File: config.mk
export PLATFORM = sky130hd
export DESIGN_NAME = ifetch_unit_flat
export DESIGN_NICKNAME = d
export VERILOG_FILES = /design/src/rtl/ifetch_unit_pkg.sv /design/src/rtl/ifetch_unit_if.sv /design/src/rtl/ifetch_unit_icache_array.sv /design/src/rtl/ifetch_unit.sv /design/src/flat_wrapper.sv
export SDC_FILE = /design/constraint.sdc
export NUM_CORES = 2
export LEC_CHECK = 0
export BUFFER_PORTS_ARGS = -buffer_cell sky130_fd_sc_hd__clkbuf_2
export CAP_MARGIN = 20
export CORE_MARGIN = 2
export CORE_UTILIZATION = 50
export DETAILED_ROUTE_END_ITERATION = 16
export PLACE_DENSITY = 0.61
export SLEW_MARGIN = 20
export SYNTH_ARGS = -nofsm -noshare
export SYNTH_HDL_FRONTEND = slang
export SYNTH_SLANG_ARGS = --single-unit
File: constraint.sdc
create_clock -name clk_in -period 4.7 [get_ports clk_in]
set_input_delay 0.235 -clock clk_in [delete_from_list [all_inputs] [get_ports clk_in]]
set_output_delay 0.235 -clock clk_in [all_outputs]
set_load 0.01 [all_outputs]
File: src/rtl/ifetch_unit_pkg.sv
// Shared types for the instruction-fetch slice: FSM states, default cache size, parcel helper.
// The MISS_B state exists only when IFETCH_RVC_EN is defined.
package ifetch_unit_pkg;

   localparam int unsigned ICACHE_IDX_W_DEF = 6;

   typedef enum logic [1:0] {
      IfIdle,
      IfMissA
`ifdef IFETCH_RVC_EN
      ,
      IfMissB
`endif
   } if_state_e;

   // A parcel whose two low bits are 11 starts a 32-bit instruction.
   function automatic logic parcel_is_full(input logic [15:0] parcel);
      return parcel[1:0] == 2'b11;
   endfunction

endpackage

File: src/rtl/ifetch_unit_if.sv
// Decoder-side fetch handshake and memctrl word-read handshake of the fetch unit.
// master: the fetch unit itself; slave: decoder plus memory controller.
interface ifetch_unit_if;

   logic        if_enable;
   logic [31:0] if_addr;
   logic        inst_ready;
   logic        is_c;
   logic [31:0] inst_val;

   logic        mc_req;
   logic [31:0] mc_addr;
   logic        mc_ready;
   logic [31:0] mc_data;

   modport master (
      input  if_enable,
      input  if_addr,
      input  mc_ready,
      input  mc_data,
      output inst_ready,
      output is_c,
      output inst_val,
      output mc_req,
      output mc_addr
   );

   modport slave (
      output if_enable,
      output if_addr,
      output mc_ready,
      output mc_data,
      input  inst_ready,
      input  is_c,
      input  inst_val,
      input  mc_req,
      input  mc_addr
   );

endinterface

File: src/rtl/ifetch_unit_icache_array.sv
// Direct-mapped one-word-per-line instruction cache storage with async read, sync write.
// Read port B (the straddle word) is present only when IFETCH_RVC_EN is defined.
module ifetch_unit_icache_array
   import ifetch_unit_pkg::*;
#(
   parameter int unsigned IDX_W = ICACHE_IDX_W_DEF
) (
   input  logic        i_clk,
   input  logic        i_rst,
   input  logic        i_we,
   input  logic [29:0] i_wword,
   input  logic [31:0] i_wdata,
   input  logic [29:0] i_word_a,
   output logic        o_hit_a,
   output logic [31:0] o_data_a
`ifdef IFETCH_RVC_EN
   ,
   input  logic [29:0] i_word_b,
   output logic        o_hit_b,
   output logic [31:0] o_data_b
`endif
);

   localparam int unsigned Lines = 2 ** IDX_W;
   localparam int unsigned TagW  = 30 - IDX_W;

   logic [Lines-1:0] r_valid;
   logic [TagW-1:0]  r_tag  [Lines];
   logic [31:0]      r_data [Lines];

   logic [IDX_W-1:0] w_widx;
   logic [IDX_W-1:0] w_idx_a;

   assign w_widx  = i_wword[IDX_W-1:0];
   assign w_idx_a = i_word_a[IDX_W-1:0];

   assign o_hit_a  = r_valid[w_idx_a] && (r_tag[w_idx_a] == i_word_a[29:IDX_W]);
   assign o_data_a = r_data[w_idx_a];

`ifdef IFETCH_RVC_EN
   logic [IDX_W-1:0] w_idx_b;

   assign w_idx_b  = i_word_b[IDX_W-1:0];
   assign o_hit_b  = r_valid[w_idx_b] && (r_tag[w_idx_b] == i_word_b[29:IDX_W]);
   assign o_data_b = r_data[w_idx_b];
`endif

   always_ff @(posedge i_clk) begin
      if (i_rst) begin
         r_valid <= '0;
      end else if (i_we) begin
         r_valid[w_widx] <= 1'b1;
      end
   end

   // Tag/data need no reset: valid bits gate every use.
   always_ff @(posedge i_clk) begin
      if (i_we) begin
         r_tag[w_widx]  <= i_wword[29:IDX_W];
         r_data[w_widx] <= i_wdata;
      end
   end

endmodule

File: src/rtl/ifetch_unit.sv
// Instruction-fetch stage: icache lookup, miss handling toward memctrl, registered output.
// IFETCH_RVC_EN enables 2-byte PCs, compressed parcels and straddling 32-bit instructions.
module ifetch_unit
   import ifetch_unit_pkg::*;
#(
   parameter int unsigned ICACHE_IDX_W = ICACHE_IDX_W_DEF
) (
   input  logic          clk_in,
   input  logic          rst_in,
   input  logic          rdy_in,
   input  logic          clear,
   ifetch_unit_if.master bus
);

   if_state_e   r_state;
   logic        r_out_valid;
   logic [31:0] r_out_addr;
   logic [31:0] r_out_inst;
   logic        r_mc_req;
   logic [31:0] r_mc_addr;

   logic [29:0] w_word_a;
   logic        w_hit_a;
   logic [31:0] w_data_a;
   logic        w_out_match;
   logic        w_lookup;
   logic        w_fill;
   logic        w_hit;
   logic [31:0] w_inst;
   logic [29:0] w_miss_word;

`ifdef IFETCH_RVC_EN
   logic        r_out_c;
   logic [29:0] w_word_b;
   logic        w_hit_b;
   logic [31:0] w_data_b;
   logic [15:0] w_lo;
   logic        w_full;
   logic        w_need_b;
`endif

   assign w_word_a    = bus.if_addr[31:2];
   assign w_out_match = r_out_valid && (r_out_addr == bus.if_addr);
   assign w_lookup    = bus.if_enable && !clear && !w_out_match;
   assign w_fill      = rdy_in && !rst_in && (r_state != IfIdle) && bus.mc_ready;

   ifetch_unit_icache_array #(
      .IDX_W (ICACHE_IDX_W)
   ) u_array (
      .i_clk    (clk_in),
      .i_rst    (rst_in),
      .i_we     (w_fill),
      .i_wword  (r_mc_addr[31:2]),
      .i_wdata  (bus.mc_data),
      .i_word_a (w_word_a),
      .o_hit_a  (w_hit_a),
      .o_data_a (w_data_a)
`ifdef IFETCH_RVC_EN
      ,
      .i_word_b (w_word_b),
      .o_hit_b  (w_hit_b),
      .o_data_b (w_data_b)
`endif
   );

`ifdef IFETCH_RVC_EN
   // Word B wraps naturally in 30 bits, so 0xFFFFFFFC pairs with word 0.
   assign w_word_b    = w_word_a + 30'd1;
   assign w_lo        = bus.if_addr[1] ? w_data_a[31:16] : w_data_a[15:0];
   assign w_full      = parcel_is_full(w_lo);
   assign w_need_b    = bus.if_addr[1] && w_full;
   assign w_hit       = w_hit_a && (!w_need_b || w_hit_b);
   assign w_miss_word = w_hit_a ? w_word_b : w_word_a;
   assign w_inst      = !w_full        ? {16'h0000, w_lo} :
                        bus.if_addr[1] ? {w_data_b[15:0], w_data_a[31:16]} :
                                         w_data_a;
   assign bus.is_c    = r_out_c;
`else
   assign w_hit       = w_hit_a;
   assign w_miss_word = w_word_a;
   assign w_inst      = w_data_a;
   assign bus.is_c    = 1'b0;

`ifndef SYNTHESIS
   a_no_half_pc : assert property (@(posedge clk_in) disable iff (rst_in)
      bus.if_enable |-> !bus.if_addr[1]);
`endif
`endif

   assign bus.inst_ready = w_out_match && bus.if_enable && !clear;
   assign bus.inst_val   = r_out_inst;
   assign bus.mc_req     = r_mc_req;
   assign bus.mc_addr    = r_mc_addr;

   always_ff @(posedge clk_in) begin
      if (rst_in) begin
         r_state     <= IfIdle;
         r_out_valid <= 1'b0;
         r_out_addr  <= '0;
         r_out_inst  <= '0;
         r_mc_req    <= 1'b0;
         r_mc_addr   <= '0;
`ifdef IFETCH_RVC_EN
         r_out_c     <= 1'b0;
`endif
      end else if (rdy_in) begin
         if (clear) begin
            r_out_valid <= 1'b0;
         end
         case (r_state)
            IfIdle: begin
               if (w_lookup) begin
                  if (w_hit) begin
                     r_out_valid <= 1'b1;
                     r_out_addr  <= bus.if_addr;
                     r_out_inst  <= w_inst;
`ifdef IFETCH_RVC_EN
                     r_out_c     <= !w_full;
`endif
                  end else begin
                     r_out_valid <= 1'b0;
                     r_mc_req    <= 1'b1;
                     r_mc_addr   <= {w_miss_word, 2'b00};
`ifdef IFETCH_RVC_EN
                     r_state     <= w_hit_a ? IfMissB : IfMissA;
`else
                     r_state     <= IfMissA;
`endif
                  end
               end
            end
            // Miss states: hold the request; a flush does not abort it.
            default: begin
               if (bus.mc_ready) begin
                  r_mc_req <= 1'b0;
                  r_state  <= IfIdle;
               end
            end
         endcase
      end
   end

endmodule

File: src/flat_wrapper.sv
// flat-port wrapper written by rule: the top's interface ports become plain ports
module ifetch_unit_flat import ifetch_unit_pkg::*;
#(
   parameter int unsigned ICACHE_IDX_W = ICACHE_IDX_W_DEF
)
  (clk_in, rst_in, rdy_in, clear, bus_if_enable, bus_if_addr, bus_mc_ready, bus_mc_data, bus_inst_ready, bus_is_c, bus_inst_val, bus_mc_req, bus_mc_addr);
  ifetch_unit_if bus_i ();
  input  logic clk_in;
  input  logic rst_in;
  input  logic rdy_in;
  input  logic clear;
  input wire logic [$bits(bus_i.if_enable)-1:0] bus_if_enable;
  input wire logic [$bits(bus_i.if_addr)-1:0] bus_if_addr;
  input wire logic [$bits(bus_i.mc_ready)-1:0] bus_mc_ready;
  input wire logic [$bits(bus_i.mc_data)-1:0] bus_mc_data;
  output wire logic [$bits(bus_i.inst_ready)-1:0] bus_inst_ready;
  output wire logic [$bits(bus_i.is_c)-1:0] bus_is_c;
  output wire logic [$bits(bus_i.inst_val)-1:0] bus_inst_val;
  output wire logic [$bits(bus_i.mc_req)-1:0] bus_mc_req;
  output wire logic [$bits(bus_i.mc_addr)-1:0] bus_mc_addr;
  assign bus_i.if_enable = bus_if_enable;
  assign bus_i.if_addr = bus_if_addr;
  assign bus_i.mc_ready = bus_mc_ready;
  assign bus_i.mc_data = bus_mc_data;
  assign bus_inst_ready = bus_i.inst_ready;
  assign bus_is_c = bus_i.is_c;
  assign bus_inst_val = bus_i.inst_val;
  assign bus_mc_req = bus_i.mc_req;
  assign bus_mc_addr = bus_i.mc_addr;
  ifetch_unit #(.ICACHE_IDX_W(ICACHE_IDX_W)) u_core (.clk_in(clk_in), .rst_in(rst_in), .rdy_in(rdy_in), .clear(clear), .bus(bus_i));
endmodule
* After elaboration in Yosys (flattened, before gate mapping)
Memory sizes are Yosys's and may differ from the RTL's. A register that Yosys moved wholly into a read port is not among the register bits.
Cells that the tools add are included.
** Storage, ports and cells
- Bits in registers :: 130
- Bits in writable memories :: 3584
- Bits of input ports :: 70
- Output and inout bits :: 67
- Logic and storage cells :: 54
- Memories :: 2
** Memories
- u_core.u_array.r_data :: depth 64, width 32, rd ports 1, clocked after memory_dff 1, wr ports 1, line ifetch_unit_icache_array.sv:29 : logic [31:0] r_data [Lines];
- u_core.u_array.r_tag :: depth 64, width 24, rd ports 1, clocked after memory_dff 0, wr ports 1, line ifetch_unit_icache_array.sv:28 : logic [TagW-1:0] r_tag [Lines];
** Operators by class
- $lt $le $gt $ge :: 3
- Equality and inequality tests :: 4
- Multiplexer cells :: 18
- Bitwise operators :: 2
- Reduce and logical (&&, ||, !) cells :: 19
** Operator list (number)
- 64-bit OR :: 1
- 32-bit equality test :: 1
- 24-bit equality test :: 1
- 6-bit by 7-bit < comparator with 1-bit output (second input constant) :: 2
- 1-bit 2-to-1 mux :: 12
- 4-bit AND reduction :: 3
- 1-bit logical AND :: 10
- 2-bit 2-to-1 mux :: 4
- 1-bit binary-select mux with 6-bit select :: 1
- 1-bit demux with 6-bit select :: 1
- 6-bit by 1-bit greater-or-equal comparator with 1-bit output (second input constant) :: 1
- 2-bit nonzero test :: 2
- 1-bit zero test :: 3
- 2-bit zero test :: 1
- 2-bit by 1-bit != test with 1-bit output (second input constant) :: 1
- 2-bit != test (second input constant) :: 1
- 1-bit NOT :: 1

* Longest topological paths before layout
- Depth in word-level cells :: 6
- Depth in mapped cells :: 18
- Mapped depth without buffers :: 10

* By module
A second synthesis with hierarchy kept.
** Unflattened totals
- Cells, all modules :: 6344
- Area total of the unflattened synthesis :: 143770.4 um^2
** Modules (own cells, without submodules)
- ifetch_unit_icache_array :: times used 1, cells an instance 5868, area each 139206.0 um^2, sequential area each 108904.4 um^2
- ifetch_unit :: times used 1, cells an instance 476, area each 4564.4 um^2, sequential area each 1921.8 um^2

* Least setup slack after synthesis
Ideal clock, no wire load.
- Path type :: flip-flop to flip-flop
- Start :: reg u_core.r_mc_addr[6] (netlist: u_core.bus.mc_addr[6])
- End :: mem u_core.u_array.r_data[18][0] (enable)
- Library setup time :: 0.472 ns
- Arrival :: 3.616 ns
- Data required time :: 4.228 ns
- Path slack :: 0.612 ns
- Stages on the path, launching flop included :: 5
- Buffers on the path :: 2
- Period minus slack after synthesis :: 4.088 ns
- Cells stage by stage :: dfxtp_1 clkbuf_1 or3b_2 clkbuf_1 nor2_1
** RTL lines
- start: declaration :: line ifetch_unit.sv:20 : logic [31:0] r_mc_addr;
- start signal: assignment :: line ifetch_unit.sv:123 : r_mc_addr <= {w_miss_word, 2'b00};
- end: declaration :: line ifetch_unit_icache_array.sv:29
No word-level cell before the write port.

* Worst setup path after layout
- Start :: in bus_if_addr[5]
- End :: reg u_core.r_out_addr[21]
** On the way
- Cells in the longest elaborated chain, start to end :: 5
- Elaborated cells on any way between the ends :: 10
- Classes of those cells :: 2 x eq/ne; 2 x mux; 5 x reduce/logical; 1 x memory
** Ends and longest elaborated chain
- start: declaration :: line flat_wrapper.sv:13 : input wire logic [$bits(bus_i.if_addr)-1:0] bus_if_addr;
- parallel branches: the longest is 4 deep, another holds memory 64 x 24 bit
- 4-bit AND reduction (no line) (*)
- end signal: assignment :: line ifetch_unit.sv:115 : r_out_addr <= bus.if_addr;
- end: declaration :: line ifetch_unit.sv:17 : logic [31:0] r_out_addr;
Every way passes the cells marked *. The select of a mux whose other input is x is not followed.
A chain may end at the register's enable or synchronous reset.

==> impl_metrics.csv <==
group,metric,value,unit
clock_tree,clock_latency,0.97,ns
status,violations,"negative hold slack",
clock_tree,path_clk_slew,0.06,ns
clock_tree,cts_buffers,382,
yosys,synthArstFlopShare,0,%
clock_tree,htreeDepth,5,
clock_tree,clk_path_buf_depth,4,
grt,grt_max_degree,121,
yosys,synth_edf_count,3584,
worst_setup_path,required,5.51,ns
timing,final.setup_skew,0.0604,ns
timing,rsz0062_at_grt,"no",
floorplanning,placementRows,197,
yosys,synthDominantCellAreaShare,74.6,%
drt,ant_nets,0,
pwr,power.total,69.9,mW
worst_setup_path,timing.rr.start,"u_core.u_array.r_tag[45][7]$_DFFE_PP_",
grt,antenna_found_initial,31,
layout,area_growth,14.9,%
timing,report.final.slew_viol_count,0,
yosys,yosys-top-cells-area,"edfxtp_1 75%, mux4_2 16%, dfxtp_1 2.2%",
drt,drt-pass1-iter-count,8,
yosys,postSynthCellCount,6490,
worst_hold_path,hp-class,"input pin to register",
layout,final_common_cell,"edfxtp_1",
timing,finalSetupTns,0,ns
layout,final_cells,11200,
yosys,ys_ff_latch,3744,
timing,period_share,96.0,%
yosys,synth_top_area_cell,"edfxtp_1",
worst_setup_path,cp_max_fo,32,
worst_setup_path,reg2reg_slack,0.28,ns
status,status,"complete, but fails checks",
floorplanning,start_util,50.2,%
drt,wl,441000,um
worst_hold_path,min_delay_worst_endpoint,"u_core.u_array.r_data[50][29]$_DFFE_PP_",
worst_setup_path,r2r_cells,13,
pwr,p_per_area,422,nW/um^2
worst_setup_path,worstSetupStartpointType,"input pin",
clock_tree,cts_tree,"built",
grt,grt_pass1_vias,72600,
placed_design,gp_congestion,0.875,
layout,nNetsFinal,7121,
yosys,netlist_area,144000,um^2
clock_tree,cts_root_buf,"clkbuf_16",
timing,hold_slack,-0.0170,ns
pwr,ir_drop,0.385,mV
timing,relSlewSlack,25.3,%
worst_setup_path,worstPathArrival,5.32,ns
timing,fmax,0.222,GHz
placed_design,place_area,153000,um^2
yosys,yosysUniqueCellTypes,68,
placed_design,place_hpwl,232000,um
yosys,avgSynthCellArea,22.2,um^2
run,cap_violations,0,
pwr,p_leak,51.8,nW
timing,finalSetupViolCount,0,
yosys,synth_flop_cell,"edfxtp_1",
drt,routedWlPerCell,39.6,um
placed_design,preCtsSetupSlack,0.111,ns
floorplanning,ios,137,
clock_tree,clock_sinks,3744,
worst_setup_path,critical_path_class,"input pin to register",
worst_setup_path,reg2reg_to,"u_core.r_out_addr[21]$_SDFFE_PP0P_",
drt,vias,74200,
clock_tree,cts_setup_buffers,0,
timing,max_slew.worst_pin.slew,1.11,ns
floorplanning,fp.dieArea,293000,um^2
layout,post-route-util,57.7,%
worst_setup_path,crit_path_end_kind,"register",
worst_hold_path,min_path_cells,1,
layout,final_design_area_no_fill,166000,um^2
timing,hold_viol_final,11,
placed_design,port_buffers,133,
grt,grt_overflow,0,
yosys,yosysWarningCount,0,
drt,avgViaCountPerCell,6.65,
timing,fin_crit,4.51,ns
drt,drcViolationCount,0,
floorplanning,chipHeight,541,um
drt,drt_iter0_markers,11800,
layout,drive_above_1_share,30.0,%
floorplanning,coreArea,287000,um^2
grt,grt_usage,30.0,%
timing,setup_ws,0.189,ns
worst_hold_path,hold_start,"bus_mc_data[29]",
grt,grt_pass1_wl,602000,um
layout,final_cell_mix,"3584 x edfxtp_1, 993 x mux4_2, 385 x clkbuf_16, 236 x buf_4, 222 x mux2i_1",
floorplanning,die_x,541,um
yosys,ys_seq_area_share,76.9,%
placed_design,placedCellCount,10400,
-- Yosys cell counts (all sizes together) (6+ instances only) --
master	instances
nor2	226
a211oi	31
and3	6
xor2	19
o21ba	10
nand2b	106
and2	21
mux2	43
clkbuf	194
nor3b	6
o22ai	16
a31oi	14
a311oi	16
nand4	24
mux2i	222
o21ai	12
a21oi	30
a22oi	57
a22o	9
mux4	993
a2bb2oi	32
o211ai	46
a221oi	13
nand2	125
nor4	12
nor3	11
nand3	78
xnor2	42
or2	33
dfxtp	160
nor2b	70
edfxtp	3584
buf	169
-- how the worst max path moves through the flow --
| stage | startpoint | end | cells past startpoint |
|---|---|---|---|
| 2_1_floorplan | u_core.bus.mc_addr[6]$_SDFFE_PP0P_ | u_core.u_array.r_data[18][0]$_DFFE_PP_ | 4 |
| 3_3_place_gp | bus_if_addr[2] | u_core.bus.inst_val[7]$_SDFFE_PP0P_ | 15 |
| 3_5_place_dp | bus_if_addr[2] | u_core.bus.inst_val[9]$_SDFFE_PP0P_ | 14 |
| 4_1_cts | bus_if_addr[5] | u_core.r_out_addr[28]$_SDFFE_PP0P_ | 16 |
| 5_1_grt | bus_if_addr[5] | u_core.r_out_addr[21]$_SDFFE_PP0P_ | 16 |
| 6_report | bus_if_addr[5] | u_core.r_out_addr[21]$_SDFFE_PP0P_ | 16 |
-- routing by layer --
metal | vias up | wire, um | global-route usage, %
met5 | - | 46 | 0
met4 | 6 | 16700 | 10.3
met3 | 838 | 43000 | 5.08
met2 | 4386 | 212000 | 48.0
met1 | 40500 | 169000 | 42.3
li1 | 28500 | - | -
-- state kept, by name (all words and copies together), names as in the netlist --
| register | count |
|---|---|
| u_core.bus.mc_addr | 30 |
| u_core.u_array.r_tag | 1536 |
| u_core.r_out_addr | 32 |
| u_core.bus.inst_val | 32 |
| u_core.bus.mc_req | 1 |
| u_core.u_array.r_valid | 64 |
| u_core.u_array.r_data | 2048 |
| u_core.r_out_valid | 1 |
-- what timing repair did --
action                    CTS  global route
hold buffers               44             5
gates resized for setup     0             0
hold endpoints to repair   78           320
-- layout make-up --
class | instances | area [um^2]
well taps | 3781 | 4730
diodes | 4 | 10.0
fillers | 20900 | 122000
multi-input cells | 2379 | 32200
clock inverters | 206 | 2110
clock buffers | 501 | 10300
inverters | 6 | 35.0
repair buffers | 538 | 5440
flip-flops and latches | 3744 | 111000
-- where the power goes --
| part | leakage [nW] | total (mW) | internal, mW | switching [mW] |
|---|---|---|---|---|
| registers | 32.7 | 36.7 | 36.6 | 0.127 |
| logic | 13.0 | 3.09 | 1.26 | 1.83 |
| clock network | 6.06 | 30.1 | 17.1 | 13.0 |
| total | 51.8 | 69.9 | 55.0 | 15.0 |
-- critical path: stages --
cell           delay (ns)
dlygate4sd3_1        0.55
buf_6                0.41
buf_4                0.32
mux4_2               0.31
mux2i_1              0.21
o22ai_1              0.12
a2111oi_0            0.62
nor2_1               0.25
xnor2_1              0.22
nand4_1              0.19
nor4_4               0.46
nand4_1              0.23
buf_12               0.24
buf_4                0.21
mux2i_1              0.13
dlygate4sd3_1        0.55
-- logic make-up after synthesis --
logic type,share of synthesized area (%)
xor+xnor,0.371
flops,76.9
mux,17.4
buf+inv,1.13
compound gates,1.69
simple gates,2.55
other cells,0.00260
(Power assumes the default switching activity.)
